<file path="config.mk">
export PLATFORM = sky130hd
export DESIGN_NAME = cb_skew_sampler
export DESIGN_NICKNAME = d
export VERILOG_FILES = /design/src/rtl/cb_skew_pkg.sv /design/src/rtl/cb_skew_chan.sv /design/src/rtl/cb_skew_sampler.sv
export SDC_FILE = /design/constraint.sdc
export NUM_CORES = 1
export LEC_CHECK = 0
export CORE_MARGIN = 8
export CORE_UTILIZATION = 30
export DETAILED_ROUTE_END_ITERATION = 16
export HOLD_SLACK_MARGIN = 0.03
export PLACE_DENSITY = 0.51
export SLEW_MARGIN = 30
export SYNTH_ARGS = -nofsm -noshare
export SYNTH_HDL_FRONTEND = slang
export SYNTH_SLANG_ARGS = --single-unit
</file>
<file path="constraint.sdc">
create_clock -name clk -period 30.8 [get_ports clk]
set_clock_uncertainty 0.2 [all_clocks]
set_input_delay 9.24 -clock clk [delete_from_list [all_inputs] [get_ports clk]]
set_output_delay 9.24 -clock clk [all_outputs]
set_load 0.005 [all_outputs]
</file>
<file path="src/rtl/cb_skew_pkg.sv">
// Shared types and helpers for the clocking-block skew sampler.
package cb_skew_pkg;

  // Container wide enough for any skew value this block supports (MAX_SKEW <= 255).
  typedef logic [7:0] skew_t;

  // Saturate a raw skew field at the configured maximum.
  function automatic skew_t clamp_skew(skew_t raw, skew_t max_skew);
    return (raw > max_skew) ? max_skew : raw;
  endfunction

endpackage

</file>
<file path="src/rtl/cb_skew_chan.sv">
// One clocking-block channel: input history, skewed sample mux, change flag and
// a short drive-slot pipeline that delays drive requests by the output skew.
module cb_skew_chan
  import cb_skew_pkg::*;
#(
  parameter int unsigned WIDTH    = 8,
  parameter int unsigned MAX_SKEW = 7,
  parameter int unsigned SW       = $clog2(MAX_SKEW + 1)
) (
  input  logic             clk_i,
  input  logic             rst_i,
  input  logic             evt_i,
  input  logic [WIDTH-1:0] d_i,
  input  logic [SW-1:0]    iskew_i,
  input  logic [SW-1:0]    oskew_i,
  input  logic             drv_we_i,
  input  logic [WIDTH-1:0] drv_d_i,
  output logic [WIDTH-1:0] cb_o,
  output logic             chg_o,
  output logic [WIDTH-1:0] drv_o
);

  // One drive slot: pending value plus its valid flag.
  typedef struct packed {
    logic             valid;
    logic [WIDTH-1:0] data;
  } slot_t;

  localparam skew_t MaxSkewT = skew_t'(MAX_SKEW);

  // h_q[k-1] holds d_i as sampled k posedges ago.
  logic [WIDTH-1:0] h_q [MAX_SKEW];
  logic [WIDTH-1:0] h_d [MAX_SKEW];

  // slot_q[k-1] is the drive that lands k posedges from now.
  slot_t slot_q [MAX_SKEW];
  slot_t slot_d [MAX_SKEW];

  logic [WIDTH-1:0] cb_q, cb_d;
  logic             chg_q, chg_d;
  logic [WIDTH-1:0] drv_q, drv_d;

  skew_t            isk;
  skew_t            osk;
  logic [WIDTH-1:0] samp;

  // Clamp both skew fields to the supported range.
  always_comb begin
    isk = clamp_skew(skew_t'(iskew_i), MaxSkewT);
    osk = clamp_skew(skew_t'(oskew_i), MaxSkewT);
  end

  // History shifts every cycle regardless of the clocking event.
  always_comb begin
    h_d[0] = d_i;
    for (int unsigned k = 1; k < MAX_SKEW; k++) begin
      h_d[k] = h_q[k-1];
    end
  end

  // Sample mux: skew 0 takes the live input, otherwise the matching history tap.
  always_comb begin
    samp = d_i;
    for (int unsigned k = 1; k <= MAX_SKEW; k++) begin
      if (isk == skew_t'(k)) begin
        samp = h_q[k-1];
      end
    end
  end

  // Sampled value and change flag update only on the clocking event.
  always_comb begin
    cb_d  = cb_q;
    chg_d = 1'b0;
    if (evt_i) begin
      cb_d  = samp;
      chg_d = (samp != cb_q);
    end
  end

  // Drive pipeline: deliver slot 1, shift down, then insert the new request.
  // The insert happens after the shift so a later request for the same landing
  // edge overwrites an earlier one.
  always_comb begin
    drv_d = drv_q;
    if (slot_q[0].valid) begin
      drv_d = slot_q[0].data;
    end
    for (int unsigned k = 0; k + 1 < MAX_SKEW; k++) begin
      slot_d[k] = slot_q[k+1];
    end
    slot_d[MAX_SKEW-1] = '0;
    if (evt_i && drv_we_i) begin
      if (osk == '0) begin
        drv_d = drv_d_i;
      end else begin
        for (int unsigned k = 1; k <= MAX_SKEW; k++) begin
          if (osk == skew_t'(k)) begin
            slot_d[k-1].valid = 1'b1;
            slot_d[k-1].data  = drv_d_i;
          end
        end
      end
    end
  end

  // History and drive-slot registers; reset discards everything in flight.
  always_ff @(posedge clk_i or posedge rst_i) begin
    if (rst_i) begin
      for (int unsigned k = 0; k < MAX_SKEW; k++) begin
        h_q[k]    <= '0;
        slot_q[k] <= '0;
      end
    end else begin
      h_q    <= h_d;
      slot_q <= slot_d;
    end
  end

  // Output registers.
  always_ff @(posedge clk_i or posedge rst_i) begin
    if (rst_i) begin
      cb_q  <= '0;
      chg_q <= 1'b0;
      drv_q <= '0;
    end else begin
      cb_q  <= cb_d;
      chg_q <= chg_d;
      drv_q <= drv_d;
    end
  end

  assign cb_o  = cb_q;
  assign chg_o = chg_q;
  assign drv_o = drv_q;

endmodule

</file>
<file path="src/rtl/cb_skew_sampler.sv">
// Multi-channel clocking-block engine: per-channel skewed sampling and driving
// relative to the evt strobe. Pure port slicing around one channel per lane.
module cb_skew_sampler
  import cb_skew_pkg::*;
#(
  parameter int unsigned WIDTH    = 8,
  parameter int unsigned CHANNELS = 4,
  parameter int unsigned MAX_SKEW = 7,
  parameter int unsigned SW       = $clog2(MAX_SKEW + 1)
) (
  input  logic                      clk,
  input  logic                      rst,
  input  logic                      evt,
  input  logic [CHANNELS*WIDTH-1:0] d_in,
  input  logic [CHANNELS*SW-1:0]    iskew,
  input  logic [CHANNELS*SW-1:0]    oskew,
  input  logic [CHANNELS-1:0]       drv_we,
  input  logic [CHANNELS*WIDTH-1:0] drv_d,
  output logic [CHANNELS*WIDTH-1:0] cb_q,
  output logic [CHANNELS-1:0]       chg,
  output logic [CHANNELS*WIDTH-1:0] drv_q
);

  // One independent channel per lane.
  for (genvar c = 0; c < CHANNELS; c++) begin : g_chan
    cb_skew_chan #(
      .WIDTH    (WIDTH),
      .MAX_SKEW (MAX_SKEW),
      .SW       (SW)
    ) u_chan (
      .clk_i    (clk),
      .rst_i    (rst),
      .evt_i    (evt),
      .d_i      (d_in[c*WIDTH +: WIDTH]),
      .iskew_i  (iskew[c*SW +: SW]),
      .oskew_i  (oskew[c*SW +: SW]),
      .drv_we_i (drv_we[c]),
      .drv_d_i  (drv_d[c*WIDTH +: WIDTH]),
      .cb_o     (cb_q[c*WIDTH +: WIDTH]),
      .chg_o    (chg[c]),
      .drv_o    (drv_q[c*WIDTH +: WIDTH])
    );
  end

endmodule

</file>
==> impl_metrics.py <==
metrics = {
    "layout": {
        "antennaDiodeCount": 0,
        "fill_cells": 6603,
        "fin_cells": 2597,
        "nNetsFinal": 1713,
        "syn_to_final_growth_pct": 23.1,
        "drive_above_1_share": 0.242,
    },
    "synth": {
        "ys_seq_elements": 544,
        "synth-edff-count": 0,
        "syn_nets": 1536,
        "netlist_instances": 1441,
        "ys_types": 74,
        "async_flop_share": 1.00,
        "synthesis.area_um2": 20800,
        "avgSynthCellArea_um2": 14.4,
        "synth-main-ff-cell": "dfrtp_1",
        "ys.warnings.count": 0,
        "yosysSeqAreaShare": 0.656,
    },
    "routing": {
        "drt_iter0_drc": 570,
        "post-route-drc-count": 0,
        "finalWirelength_um": 45100,
        "routed-via-count": 11900,
        "ant_nets": 0,
        "dr.pass1.iters": 5,
        "via_per_inst": 4.57,
        "wire_per_inst_um": 17.4,
    },
    "sta": {
        "max_slew_margin": 0.360,
        "fin_crit_sh": 0.372,
        "worstMarginPinSlew_ns": 0.957,
        "final-hold-violation-count": 0,
        "max_freq_ghz": 0.0873,
        "layout_min_cycle_time_ns": 11.45,
        "finalMaxSlewViolations": 0,
        "rsz0062_at_grt": "false",
        "finalSetupViolCount": 0,
        "final.setup.tns_ns": 0,
    },
    "grt": {
        "grt_pass1_vias": 12600,
        "gr-total-overflow": 0,
        "grt_pass1_wl_um": 72900,
        "grt_start_max_net_pins": 173,
        "antenna_found_initial": 1,
        "grt_use_total": 0.116,
    },
    "placement": {
        "io_buffers": 162,
        "gp_congestion": 0.750,
        "post-place-cells": 2485,
        "hpwlAfterDp_um": 28700,
    },
    "power_and_ir_drop": {
        "ir_drop_mv": 0.0368,
        "leakagePower_nw": 11.5,
        "powerDensity_nw_per_um2": 66.9,
    },
    "setup_path": {
        "timing.rr.start": "g_chan[3].u_chan.h_d[11]$_DFF_PP0_",
        "startpoint_type": "input port",
        "path_class": "input port to register",
        "cp_max_fo": 33,
        "worstSetupStartpoint": "iskew[11]",
        "end_kind": "register",
        "arrival_ns": 11.70,
        "required_ns": 31.05,
    },
    "clock_network": {
        "cts-root-buf": "clkbuf_16",
        "clk_path_buf_depth": 3,
        "postCtsResizedCells": 0,
        "insertion_delay_ns": 0.59,
        "cts_setup_buffers": 0,
        "cts_hold_buf": 0,
        "cts_made_buffers": 60,
        "clk_pin_slew_ns": 0.06,
        "clock-sinks": 544,
        "htreeDepth": 2,
        "cts_tree": "done",
    },
    "die": {
        "io_pins": 163,
        "die_x_um": 279,
        "dieHeight_um": 279,
        "dieArea_um2": 77900,
        "coreArea_um2": 68600,
        "start_util": 0.303,
        "num_rows": 96,
    },
    "hold_path": {
        "worstHoldStart": "g_chan[3].u_chan.h_d[0]$_DFF_PP0_",
        "worstHoldPathType": "register to register",
    },
    "status": {
        "status": "complete, no violations",
    },
    "job": {
        "cap_violations": 0,
    },
}
layout make-up:
class | instances | area [um^2] | area share
flip-flops and latches | 544 | 13600 | 0.533
well taps | 931 | 1160 | 0.0456
clock inverters | 23 | 340 | 0.0133
clock buffers | 87 | 1810 | 0.0710
repair buffers | 178 | 1800 | 0.0703
inverters | 15 | 68.8 | 0.00269
multi-input cells | 819 | 6760 | 0.264
Yosys cell counts (all sizes together), types with 4 or more instances:
master,count,area share
o22a,7,0.0030
a211oi,8,0.0029
o21ai,26,0.0063
inv,14,0.0025
nor3,16,0.0041
o221ai,5,0.0021
nor2,88,0.016
a211o,4,0.0017
a21oi,60,0.014
nand3,10,0.0024
mux2,231,0.13
xor2,9,0.0038
xnor2,16,0.0068
o22ai,10,0.0030
o311ai,4,0.0017
o221a,4,0.0022
or2,20,0.0060
nand3b,7,0.0025
nor4b,4,0.0023
nor3b,10,0.0041
a41oi,5,0.0021
or3,8,0.0024
dfrtp,544,0.66
a22oi,8,0.0029
buf,40,0.013
nand2,34,0.0065
mux4,14,0.015
nor2b,8,0.0024
clkbuf,23,0.0042
nand2b,24,0.0072
mux2i,81,0.039
and2,34,0.010
a21boi,4,0.0014
o211ai,9,0.0035
sequential cells by signal, indices dropped and copies added (netlist names):
signal                flops
g_chan.u_chan.drv_o      32
g_chan.u_chan.cb_o       32
g_chan.u_chan.slot_q    252
g_chan.u_chan.h_q        32
g_chan.u_chan.chg_o       4
g_chan.u_chan.h_d       192
metrics by stage:
| step | power, mW | hold slack (ns) | setup slack, ns | area (um^2) | utilization |
|---|---|---|---|---|---|
| 2_1_floorplan | 0.879 | 0.145 | 6.15 | 20800 | - |
| 3_3_place_gp | 0.958 | 0.152 | 18.59 | 23300 | 0.340 |
| 3_5_place_dp | 0.961 | 0.155 | 18.51 | 23300 | 0.340 |
| 4_1_cts | 1.74 | 0.163 | 19.17 | 25500 | 0.372 |
| 5_1_grt | 1.79 | 0.169 | 19.28 | 25600 | 0.373 |
| 6_report | 1.71 | 0.159 | 19.35 | 25600 | 0.373 |
report_power, final:
group          internal, mW  total, mW  switching (mW)
Combinational        0.0849      0.160          0.0751
Clock                 0.474      0.763           0.290
Sequential            0.758      0.785          0.0271
Total                  1.32       1.71           0.392
critical path: stages:
cell             delay, ns
clkdlybuf4s50_1       0.46
buf_4                 0.36
mux2_2                0.38
o221a_2               0.25
o221ai_1              0.27
xnor2_1               0.10
nor4_1                0.43
a41oi_1               0.19
path summary, 6_finish.rpt:
kind	endpoint	slack [ns]	cells after the start
max in group asynchronous	g_chan[0].u_chan.h_d[44]$_DFF_PP0_	20.04	4
max reg2reg	g_chan[3].u_chan.chg_o$_DFF_PP0_	28.56	6
min	g_chan[3].u_chan.h_q[0]$_DFF_PP0_	0.16	0
max	g_chan[3].u_chan.chg_o$_DFF_PP0_	19.35	8
min in group asynchronous	g_chan[0].u_chan.slot_q[12]$_DFF_PP0_	8.97	2
min reg2reg	g_chan[3].u_chan.h_q[0]$_DFF_PP0_	0.16	0
cell usage in the layout (no fill, tap or decap), drive strengths merged, types with 9 or more instances in the layout:
master and count:
nand3 10, clkbuf 87, mux2i 81, and2 34, clkinv 10, xnor2 16
or2 20, xor2 9, a21oi 60, o211ai 9, mux2 231, dfrtp 544
o21ai 26, nor3 16, nor2 88, o22ai 10, mux4 14, nand2 34
clkdlybuf4s50 159, inv 16, buf 19, nor3b 10, nand2b 24
cells by family (layout without fill, tap and decap cells):
kind of cell    Yosys count  after routing  share of synthesized area
flops                   544            544                      0.656
mux                     326            326                      0.180
simple gates            285            285                     0.0750
compound gates          183            183                     0.0593
buf+inv                  78            303                     0.0198
xor+xnor                 25             25                     0.0105
per-layer routing:
| layer | wire (um) | vias to the layer above | track usage |
|---|---|---|---|
| met3 | 2160 | 74 | 0.0293 |
| met2 | 20500 | 189 | 0.180 |
| met4 | 1070 | 0 | 0.0346 |
| met5 | 0 | - | 0 |
| li1 | - | 5489 | - |
| met1 | 21300 | 6118 | 0.158 |
Power figures use the tool's default switching activity.
